$ cat config.mk
export PLATFORM = sky130hd
export DESIGN_NAME = mem_port_arbiter
export DESIGN_NICKNAME = d
export VERILOG_FILES = /design/src/rtl/mem_port_arbiter.sv
export SDC_FILE = /design/constraint.sdc
export NUM_CORES = 1
export LEC_CHECK = 0
export BUFFER_PORTS_ARGS = -buffer_cell sky130_fd_sc_hd__buf_2
export CAP_MARGIN = 10
export CORE_UTILIZATION = 48
export CTS_BUF_LIST = sky130_fd_sc_hd__clkbuf_4 sky130_fd_sc_hd__clkbuf_8
export DETAILED_ROUTE_END_ITERATION = 7
export HOLD_SLACK_MARGIN = 0.06
export MAX_ROUTING_LAYER = met4
export PLACE_DENSITY = 0.82
export REMOVE_ABC_BUFFERS = 1
export SYNTH_ARGS = -nofsm -noshare
export SYNTH_HDL_FRONTEND = slang
export SYNTH_SLANG_ARGS = --single-unit
$ cat constraint.sdc
create_clock -name clk -period 1.8 [get_ports clk]
set_input_delay 0.09 -clock clk [delete_from_list [all_inputs] [get_ports clk]]
set_output_delay 0.09 -clock clk [all_outputs]
set_load 0.05 [all_outputs]
$ cat src/rtl/mem_port_arbiter.sv
// mem_port_arbiter: shares one single-outstanding memory port between instruction and data sides,
// with done flags that hold results across pipeline stalls and discard of flushed transactions.
module mem_port_arbiter #(
  parameter bit DATA_FIRST = 1'b1
) (
  input  logic        clk,
  input  logic        rst,
  input  logic        inst_req,
  input  logic [31:0] inst_addr,
  output logic [31:0] inst_rdata,
  output logic        stallreq_from_if,
  input  logic        data_req,
  input  logic        data_wr,
  input  logic [1:0]  data_size,
  input  logic [3:0]  data_wstrb,
  input  logic [31:0] data_addr,
  input  logic [31:0] data_wdata,
  output logic [31:0] data_rdata,
  output logic        stallreq_from_mem,
  input  logic        pipe_stall,
  input  logic        flush_except,
  output logic        mem_req,
  output logic        mem_wr,
  output logic [1:0]  mem_size,
  output logic [3:0]  mem_wstrb,
  output logic [31:0] mem_addr,
  output logic [31:0] mem_wdata,
  input  logic        mem_addr_ok,
  input  logic        mem_data_ok,
  input  logic [31:0] mem_rdata
);
  typedef enum logic [2:0] {IDLE, D_ADDR, D_DATA, I_ADDR, I_DATA} state_t;
  state_t      state_q, state_d;
  logic        wr_q, wr_d;
  logic [1:0]  size_q, size_d;
  logic [3:0]  wstrb_q, wstrb_d;
  logic [31:0] addr_q, addr_d, wdata_q, wdata_d;
  logic [31:0] data_rdata_q, data_rdata_d, inst_rdata_q, inst_rdata_d;
  logic        d_done_q, d_done_d, i_done_q, i_done_d, discard_q, discard_d;
  logic        d_go, i_go, ld_d, ld_i, d_fin, i_fin, keep_d, keep_i, clr;
  assign d_go   = data_req & ~d_done_q;
  assign i_go   = inst_req & ~i_done_q;
  assign ld_d   = (state_q == IDLE) & d_go & (DATA_FIRST | ~i_go);
  assign ld_i   = (state_q == IDLE) & i_go & ~ld_d;
  assign d_fin  = (state_q == D_DATA) & mem_data_ok;
  assign i_fin  = (state_q == I_DATA) & mem_data_ok;
  // a flush on the completing edge discards the result just like an earlier flush
  assign keep_d = d_fin & ~discard_q & ~flush_except;
  assign keep_i = i_fin & ~discard_q & ~flush_except;
  assign clr    = flush_except | ~pipe_stall;
  always_comb begin
    state_d = state_q;
    case (state_q)
      IDLE:    state_d = ld_d ? D_ADDR : ld_i ? I_ADDR : IDLE;
      D_ADDR:  state_d = mem_addr_ok ? D_DATA : D_ADDR;
      D_DATA:  state_d = mem_data_ok ? IDLE : D_DATA;
      I_ADDR:  state_d = mem_addr_ok ? I_DATA : I_ADDR;
      I_DATA:  state_d = mem_data_ok ? IDLE : I_DATA;
      default: state_d = IDLE;
    endcase
  end
  always_comb begin
    wr_d         = ld_d ? data_wr : ld_i ? 1'b0 : wr_q;
    size_d       = ld_d ? data_size : ld_i ? 2'd2 : size_q;
    wstrb_d      = ld_d ? data_wstrb : ld_i ? 4'd0 : wstrb_q;
    addr_d       = ld_d ? data_addr : ld_i ? inst_addr : addr_q;
    wdata_d      = ld_d ? data_wdata : ld_i ? 32'd0 : wdata_q;
    d_done_d     = keep_d | (d_done_q & ~clr);
    i_done_d     = keep_i | (i_done_q & ~clr);
    data_rdata_d = (keep_d & ~wr_q) ? mem_rdata : data_rdata_q;
    inst_rdata_d = keep_i ? mem_rdata : inst_rdata_q;
    discard_d    = (d_fin | i_fin) ? 1'b0 : discard_q | ((state_q != IDLE) & flush_except);
  end
  always_ff @(posedge clk or negedge rst) begin
    if (!rst) begin
      state_q      <= IDLE;
      wr_q         <= 1'b0;
      size_q       <= 2'd0;
      wstrb_q      <= 4'd0;
      addr_q       <= 32'd0;
      wdata_q      <= 32'd0;
      data_rdata_q <= 32'd0;
      inst_rdata_q <= 32'd0;
      d_done_q     <= 1'b0;
      i_done_q     <= 1'b0;
      discard_q    <= 1'b0;
    end else begin
      state_q      <= state_d;
      wr_q         <= wr_d;
      size_q       <= size_d;
      wstrb_q      <= wstrb_d;
      addr_q       <= addr_d;
      wdata_q      <= wdata_d;
      data_rdata_q <= data_rdata_d;
      inst_rdata_q <= inst_rdata_d;
      d_done_q     <= d_done_d;
      i_done_q     <= i_done_d;
      discard_q    <= discard_d;
    end
  end
  assign mem_req           = (state_q == D_ADDR) | (state_q == I_ADDR);
  assign mem_wr            = wr_q;
  assign mem_size          = size_q;
  assign mem_wstrb         = wstrb_q;
  assign mem_addr          = addr_q;
  assign mem_wdata         = wdata_q;
  assign data_rdata        = data_rdata_q;
  assign inst_rdata        = inst_rdata_q;
  assign stallreq_from_mem = data_req & ~d_done_q;
  assign stallreq_from_if  = (inst_req & ~i_done_q) | discard_q;
endmodule
=== Yosys cells after proc, flatten, opt, wreduce, memory -nomap -nowiden ===
Index checks and enable logic that the tools add are counted.

* Bits in registers: 141
* Input bits: 143
* Output and inout port bits: 138
* Logic and storage cells: 66

* Eq/ne operators: 4
* Mux-type cells: 18
* Bitwise gates (word level): 30
* Reductions and logical operators: 3

{| class="wikitable"
|+ Operator list
! cell !! count
|-
| $mux 32 || 4
|-
| $and 1x1->1 || 15
|-
| $pmux 3 s5 || 1
|-
| $mux 2 || 6
|-
| $mux 4 || 2
|-
| $not 1->1 || 8
|-
| $or 1x1->1 || 7
|-
| $eq 3x2->1 const B || 2
|-
| $mux 3 || 2
|-
| $eq 3x1->1 const B || 1
|-
| $eq 3x3->1 const B || 1
|-
| $logic_not 3->1 || 1
|-
| $mux 1 || 3
|-
| $reduce_bool 3->1 || 1
|-
| $reduce_bool 2->1 || 1
|}

=== Depth between registers and ports, before layout ===
Gate-level depths: netlist (run 1).

* Depth after elaboration: 8
* Gate-level depth with buffers: 7
* Depth with buffers taken out: 4

=== Worst setup path before layout (run 1) ===
OpenSTA, ideal clock, no wires.

* Path type: register -> register
* Start: register d_done_q
* End: register addr_q[23] (netlist: mem_addr[23])
* Setup time: 0.079 ns
* Arrival time: 1.647 ns
* Data required time: 1.721 ns
* Path slack: 0.074 ns
* Stages on the path, launching flop included: 6
* Buffers on the path: 1
* Clock period less this slack: 1.726 ns
* Path through: dfrtp_1 nand2b_1 inv_1 clkbuf_1 o21ai_0 a2bb2oi_1

* Longest elaborated chain between the ends: 6
* Elaborated cells between the ends (all ways): 7
* Those cells by class: 1 x mux; 5 x bitwise; 1 x reduce/logical

{| class="wikitable"
|+ RTL lines
! what !! line !! RTL
|-
| start, declared || 39 || <nowiki>logic d_done_q, d_done_d, i_done_q, i_done_d, discard_q, discard_d;</nowiki>
|-
| start signal, assigned || 96 || <nowiki>d_done_q <= d_done_d;</nowiki>
|-
| $not 1->1 (*) || - ||
|-
| $and 1x1->1 (*) || - ||
|-
| net stallreq_from_mem || 19 || <nowiki>output logic stallreq_from_mem,</nowiki>
|-
| $and 1x1->1 (*) || 43 || <nowiki>assign ld_d = (state_q == IDLE) & d_go & (DATA_FIRST | ~i_go);</nowiki>
|-
| $not 1->1 || 44 || <nowiki>assign ld_i = (state_q == IDLE) & i_go & ~ld_d;</nowiki>
|-
| $and 1x1->1 || 44 ||
|-
| $reduce_bool 2->1 (no line) || - ||
|-
| end signal, assigned || 92 || <nowiki>addr_q <= addr_d;</nowiki>
|-
| end, declared || 37 || <nowiki>logic [31:0] addr_q, addr_d, wdata_q, wdata_d;</nowiki>
|}

Mark *: on every way through the listed nets, which the timed path passes. The rest lies on a longest branch.
A chain may end at the register's enable or synchronous reset.

=== Final worst setup path (run 1) ===
* Start: register state_q[0]
* End: register addr_q[19] (netlist: mem_addr[19])

* Longest elaborated chain between the ends: 5
* Elaborated cells between the ends (all ways): 7
* Those cells by class: 1 x mux; 4 x bitwise; 2 x reduce/logical

{| class="wikitable"
|+ RTL lines
! what !! line !! RTL
|-
| start, declared || 33 || <nowiki>state_t state_q, state_d;</nowiki>
|-
| start signal, assigned || 88 || <nowiki>state_q <= state_d;</nowiki>
|-
| $logic_not 3->1 (*) || 43, 44 ||
|-
| $and 1x1->1 || 43 ||
|-
| $not 1->1 || 44 ||
|-
| $and 1x1->1 || 44 ||
|-
| $reduce_bool 2->1 (no line) || - ||
|}

Every way passes the cells marked *; elsewhere a longest branch is shown, timed or not.

==> flow_summary.json, run 1 <==
{
  "initial_core_util_pct": 49.3,
  "avgSynthCellArea_sq_um": 13.3,
  "critical-path-max-stage-delay_ps": 480,
  "grt_pass1_vias": 5782,
  "fp.dieH_um": 113,
  "finalCritPeriodShare_pct": 95.6,
  "htree_levels": 4,
  "total_power_mw": 18.2,
  "setup.worst_path.end": "mem_addr[19]$_DFFE_PN0P_",
  "drc": 0,
  "multiInputGateArea_sq_mm": 0.00216,
  "hold_viol": 0,
  "ff2ff_setup_slack_ps": 80,
  "antenna_left": 0,
  "status": "complete, no violations",
  "diodes": 0,
  "seq_area_frac_synth_pct": 59.3,
  "synth.largest_area_cell": "dfrtp_1",
  "ys_seq_elements": 141,
  "overflow": 0,
  "core_sq_mm": 0.0121,
  "yosys-top-cells-area": "dfrtp_1, mux2_2, a22o_1",
  "ir_worst_vdd_mv": 1.20,
  "cts.sinks": 141,
  "syn-cell-area_sq_mm": 0.00595,
  "post-place-cells": 869,
  "cp_max_fo": 32,
  "drive_gt1_share_pct": 47.1,
  "r2r_start": "state_q[0]$_DFF_PN0_",
  "setup.worst_path.class": "flip-flop to flip-flop",
  "cts_tree": "done",
  "cp.required_ps": 2110,
  "critPathLaunch": "state_q[0]$_DFF_PN0_",
  "slew_violations": 0,
  "wirelength_mm": 18.3,
  "synth.distinct_cells": 34,
  "routabilityCongestion": 0.936,
  "grt_pass1_wl_mm": 28.8,
  "setup_slack_ps": 79.7,
  "netlist_instances": 446,
  "leakage_nw": 4.71,
  "avgRoutedWirePerCell_um": 18.1,
  "viasPerCell": 5.38,
  "die_area_sq_mm": 0.0128,
  "grt_max_degree": 49,
  "clkLatencyLatePin_ps": 440,
  "min_path_type": "input port to flip-flop",
  "stdcell_count": 1009,
  "rr_worst_depth": 4,
  "fillerInstances": 748,
  "clock_skew_ps": 15.2,
  "maxCapViolCount": 0,
  "cts_root_buffer": "clkbuf_8",
  "num_rows": 40,
  "finalSetupViolCount": 0,
  "cts_buffer_depth": 2,
  "die_x_um": 113,
  "rsz0062_at_grt": "no",
  "io_pins": 281,
  "nets": 971,
  "crit_chain": "or3_4, buf_4, o21ai_0, a2bb2oi_1",
  "cpMaxStageDelayCell": "dfrtp_1",
  "track_usage_pct": 30.0,
  "synth_top_cell_area_share_pct": 59.3,
  "yosys_warnings": 0,
  "worst_pin_slew_ps": 472,
  "numCtsBuffers": 17,
  "io_buffers": 280,
  "antenna_found_initial": 0,
  "dr.first_iter.drc_count": 440,
  "startpoint_type": "flip-flop",
  "area_growth_pct": 51.6,
  "clkSlewWorstSetupHoldPaths_ps": 80,
  "finalCriticalPeriod_ps": 1720,
  "worstSetupEndpointType": "flip-flop",
  "worstPathArrival_ps": 2030,
  "p_per_area_mw_per_mm2": 2020,
  "rr_endpoint": "mem_addr[19]$_DFFE_PN0P_",
  "drt_pre_antenna_iters": 5,
  "regArea_sq_mm": 0.00353,
  "maxSlewHeadroom_pct": 68.5,
  "dpl.hpwl_mm": 10.8,
  "post-place-ws_ps": 160,
  "max_freq_mhz": 581,
  "dr_total_vias": 5426
}
==> kinds of logic after synthesis <==
family	share of synthesized area, %
XOR/XNOR	0.147
buffers and inverters	4.42
AO/OA/AOI/OAI	17.2
AND/OR/NAND/NOR	6.75
multiplexers	12.1
flip-flops	59.3
==> cell type report <==
type                            count  area share [%]
Clock buffer                       22            3.29
Clock inverter                     10            1.51
Inverter                            4           0.167
Multi-Input combinational cell    261            24.0
Sequential cell                   141            39.2
Tap cell                          168            2.33
Timing Repair Buffer              403            29.6
==> timing repair <==
| action | 4_1_cts | 5_1_grt |
|---|---|---|
| resized for setup | 2 | 2 |
| hold endpoints to repair | 282 | 0 |
| gates cloned | 0 | 0 |
| buffers inserted | 0 | 0 |
| endpoints found under the setup margin | 1 | 1 |
| hold buffers | 108 | 0 |
==> worst min path at each step <==
stage / startpoint / to / slack, ps / depth (start not counted)
CTS: inst_addr[1] / mem_addr[1]$_DFFE_PN0P_ / 70 / 4
finish: inst_addr[0] / mem_addr[0]$_DFFE_PN0P_ / 90 / 4
global route: inst_addr[1] / mem_addr[1]$_DFFE_PN0P_ / 90 / 4
floorplan: rst / d_done_q$_DFF_PN0_ / -210 / 0
global placement: rst / mem_addr[12]$_DFFE_PN0P_ / 60 / 1
detailed placement: rst / mem_wdata[27]$_DFFE_PN0P_ / 70 / 1
==> synth_stat cells (all sizes together) <==
cell	count
dfrtp	141
o21ai	65
mux2	64
a22o	38
a2bb2oi	33
and3b	32
buf	21
clkbuf	19
nand2	6
inv	4
nor2	4
nand2b	3
nor3b	2
a211oi	1
a21boi	1
a21o	1
a21oi	1
a32o	1
and4b	1
nand3	1
nor2b	1
nor3	1
o22ai	1
o32a	1
o32ai	1
or3	1
xor2	1
==> through the flow <==
stage          instance area, sq um  hold WS (ps)  setup TNS (ps)  util (%)
2_1_floorplan                  5700          -206          -60330         -
3_3_place_gp                   7480          59.7               0      62.0
3_5_place_dp                   7480          67.5               0      62.0
5_1_grt                        9010          87.1               0      74.7
4_1_cts                        9000          68.6               0      74.6
6_report                       9010          88.8               0      74.7
==> metal layers <==
layer	global-route usage [%]	vias to the layer above	part of all wire [%]
met5	-	-	0
met4	16.9	0	3.9
met3	7.07	60	6.1
met2	50.3	281	51
met1	32.9	2670	39
li1	-	2415	-
==> placed cells by master (no fill, tap or decap), types with 2 or more instances in the layout <==
cell type,n
bufinv_16,3
clkbuf_8,21
a22o_1,38
buf_4,10
buf_12,4
and3b_1,32
buf_2,278
clkinvlp_4,3
inv_1,4
clkinv_2,3
nor2_1,3
mux2_2,63
nand2b_1,3
a2bb2oi_1,32
nand2_1,6
buf_6,2
dfrtp_1,141
o21ai_0,65
dlygate4sd3_1,108
==> where the power goes <==
part           switching (mW)  internal (mW)  leakage, nW  total [mW]
clock network            1.21           1.53        0.214        2.74
registers               0.825           4.61         1.80        5.44
logic                    7.31           2.74         2.69        10.1
==> flip-flops by register name, indices dropped and copies added, names as in the netlist <==
register,count
mem_addr,32
i_done_q,1
mem_wstrb,4
state_q,3
data_rdata,32
mem_wr,1
mem_wdata,32
d_done_q,1
discard_q,1
mem_size,2
inst_rdata,32
==> critical path: cells and delay by family (launching register included) <==
family,cells,cell delay [ps]
DFF,1,480
and+or+nand+nor,1,460
buffers and inverters,1,250
AOI/OAI and AO/OA,2,380
Note: power is estimated with default switching activity, not from simulation.
==> inputs of run 2 (changes only) <==
- RECOVER_POWER: unset -> 50
==> flow_summary.json, run 2 (same netlist as run 1, synthesis figures left out) <==
{
  "worstSetupEndpointType": "flip-flop",
  "power_frac_comb_pct": 54.6,
  "max_freq_mhz": 582,
  "grt_pass1_vias": 5782,
  "io_buffers": 280,
  "rsz0062_at_grt": "no",
  "p_switching_mw": 9.36,
  "routabilityCongestion": 0.936,
  "cp.required_ps": 2110,
  "dr.first_iter.drc_count": 401,
  "sequentialPowerShare_pct": 30.3,
  "cts.sinks": 141,
  "overflow": 0,
  "drc": 0,
  "diodes": 0,
  "dr_total_vias": 5440,
  "avgRoutedWirePerCell_um": 18.1,
  "cts_buffer_depth": 2,
  "final_common_cell": "buf_2",
  "ir_worst_vdd_mv": 1.20,
  "crit_chain": "or3_4, buf_4, o21ai_0, a2bb2oi_1",
  "wirelength_mm": 18.3,
  "setup.worst_path.class": "flip-flop to flip-flop",
  "antenna_left": 0,
  "htree_levels": 4,
  "path_delay_family": "flip-flops",
  "rr_worst_depth": 4,
  "hold_viol": 0,
  "slew_violations": 0,
  "area_growth_pct": 49.7,
  "drt_pre_antenna_iters": 5,
  "cpMaxStageDelayCell": "dfrtp_1",
  "rr_endpoint": "mem_addr[12]$_DFFE_PN0P_",
  "fp.dieH_um": 113,
  "p_per_area_mw_per_mm2": 2030,
  "viasPerCell": 5.39,
  "critPathLaunch": "state_q[0]$_DFF_PN0_",
  "ff2ff_setup_slack_ps": 80,
  "cp_max_fo": 32,
  "grt_max_degree": 49,
  "cts_tree": "done",
  "initial_core_util_pct": 49.3,
  "numCtsBuffers": 17,
  "critical-path-max-stage-delay_ps": 480,
  "maxSlewHeadroom_pct": 18.6,
  "setup.worst_path.end": "mem_addr[12]$_DFFE_PN0P_",
  "total_power_mw": 18.0,
  "num_rows": 40,
  "finalCritPeriodShare_pct": 95.5,
  "worstPathArrival_ps": 2030,
  "die_x_um": 113,
  "min_path_type": "input port to flip-flop",
  "finalCriticalPeriod_ps": 1720,
  "holdWs_ps": 95.3,
  "nets": 971,
  "clock_skew_ps": 15.4,
  "layout_common_cells": "buf_2, dfrtp_1, dlygate4sd3_1",
  "critical_path_depth": 4,
  "clkPwrFrac_pct": 15.2,
  "r2r_start": "state_q[0]$_DFF_PN0_",
  "maxCapViolCount": 0,
  "critPathBufInv": 1,
  "cts_root_buffer": "clkbuf_8",
  "finalSetupViolCount": 0,
  "grt_pass1_wl_mm": 28.8,
  "core_sq_mm": 0.0121,
  "antenna_found_initial": 0,
  "status": "complete, no violations",
  "dpl.hpwl_mm": 10.8,
  "leakage_nw": 4.47,
  "clkLatencyLatePin_ps": 440,
  "startpoint_type": "flip-flop",
  "drive_gt1_share_pct": 39.4,
  "clkSlewWorstSetupHoldPaths_ps": 80,
  "die_area_sq_mm": 0.0128,
  "track_usage_pct": 30.0,
  "io_pins": 281,
  "switching_share_pct": 51.9,
  "worst_pin_slew_ps": 1220,
  "power.internal_mw": 8.68
}
## run 2: worst min-delay path by stage
| stage | slack, ps | cells after the start | endpoint | startpoint |
|---|---|---|---|---|
| floorplan | -210 | 0 | d_done_q$_DFF_PN0_ | rst |
| global placement | 60 | 1 | mem_addr[12]$_DFFE_PN0P_ | rst |
| detailed placement | 70 | 1 | mem_wdata[27]$_DFFE_PN0P_ | rst |
| CTS | 70 | 4 | mem_addr[1]$_DFFE_PN0P_ | inst_addr[1] |
| global route | 90 | 4 | mem_addr[1]$_DFFE_PN0P_ | inst_addr[1] |
| finish | 100 | 4 | mem_addr[0]$_DFFE_PN0P_ | inst_addr[0] |
## run 2: routing by layer
| metal | vias up | wire, um | track usage, % |
|---|---|---|---|
| met2 | 267 | 9250 | 50.3 |
| met5 | - | 0 | - |
| met4 | 0 | 787 | 16.9 |
| li1 | 2413 | - | - |
| met1 | 2690 | 7210 | 32.9 |
| met3 | 70 | 1030 | 7.07 |
## run 2: layout make-up
type	instances	area, sq um
flip-flops and latches	141	3530
well taps	168	210
inverters	4	15.0
repair buffers	403	2560
multi-input cells	261	2160
fillers	803	3160
clock buffers	22	297
clock inverters	10	136
## run 2: power groups by stage
stage	Combinational (mW)	Clock [mW]	Sequential [mW]
global route	10.3	2.91	5.61
CTS	9.97	2.75	5.38
finish	9.85	2.74	5.46
detailed placement	9.80	0	5.41
global placement	9.56	0	5.35
floorplan	2.36	0	10.2
## run 2: through the flow
step	instances	util [%]	setup TNS, ps	cell area (sq um)	setup WS (ps)
global route	1009	73.8	0	8900	4.91
detailed placement	869	62.0	0	7480	160
global placement	869	62.0	0	7480	206
floorplan	406	-	-60330	5700	-1200
CTS	1009	74.6	0	9000	15.0
finish	1009	73.8	0	8900	80.9
## run 2: tightest hold or removal path, cell delays in order
cell and delay, ps:
buf_2 70, and3b_1 140, o21ai_0 70, a2bb2oi_1 120
## run 2: repair_timing
item                       4_1_cts  5_1_grt
gates resized for setup          2        2
hold buffers                   108        0
setup endpoints to repair        1        1
hold endpoints to repair       282        0
setup buffers                    0        0
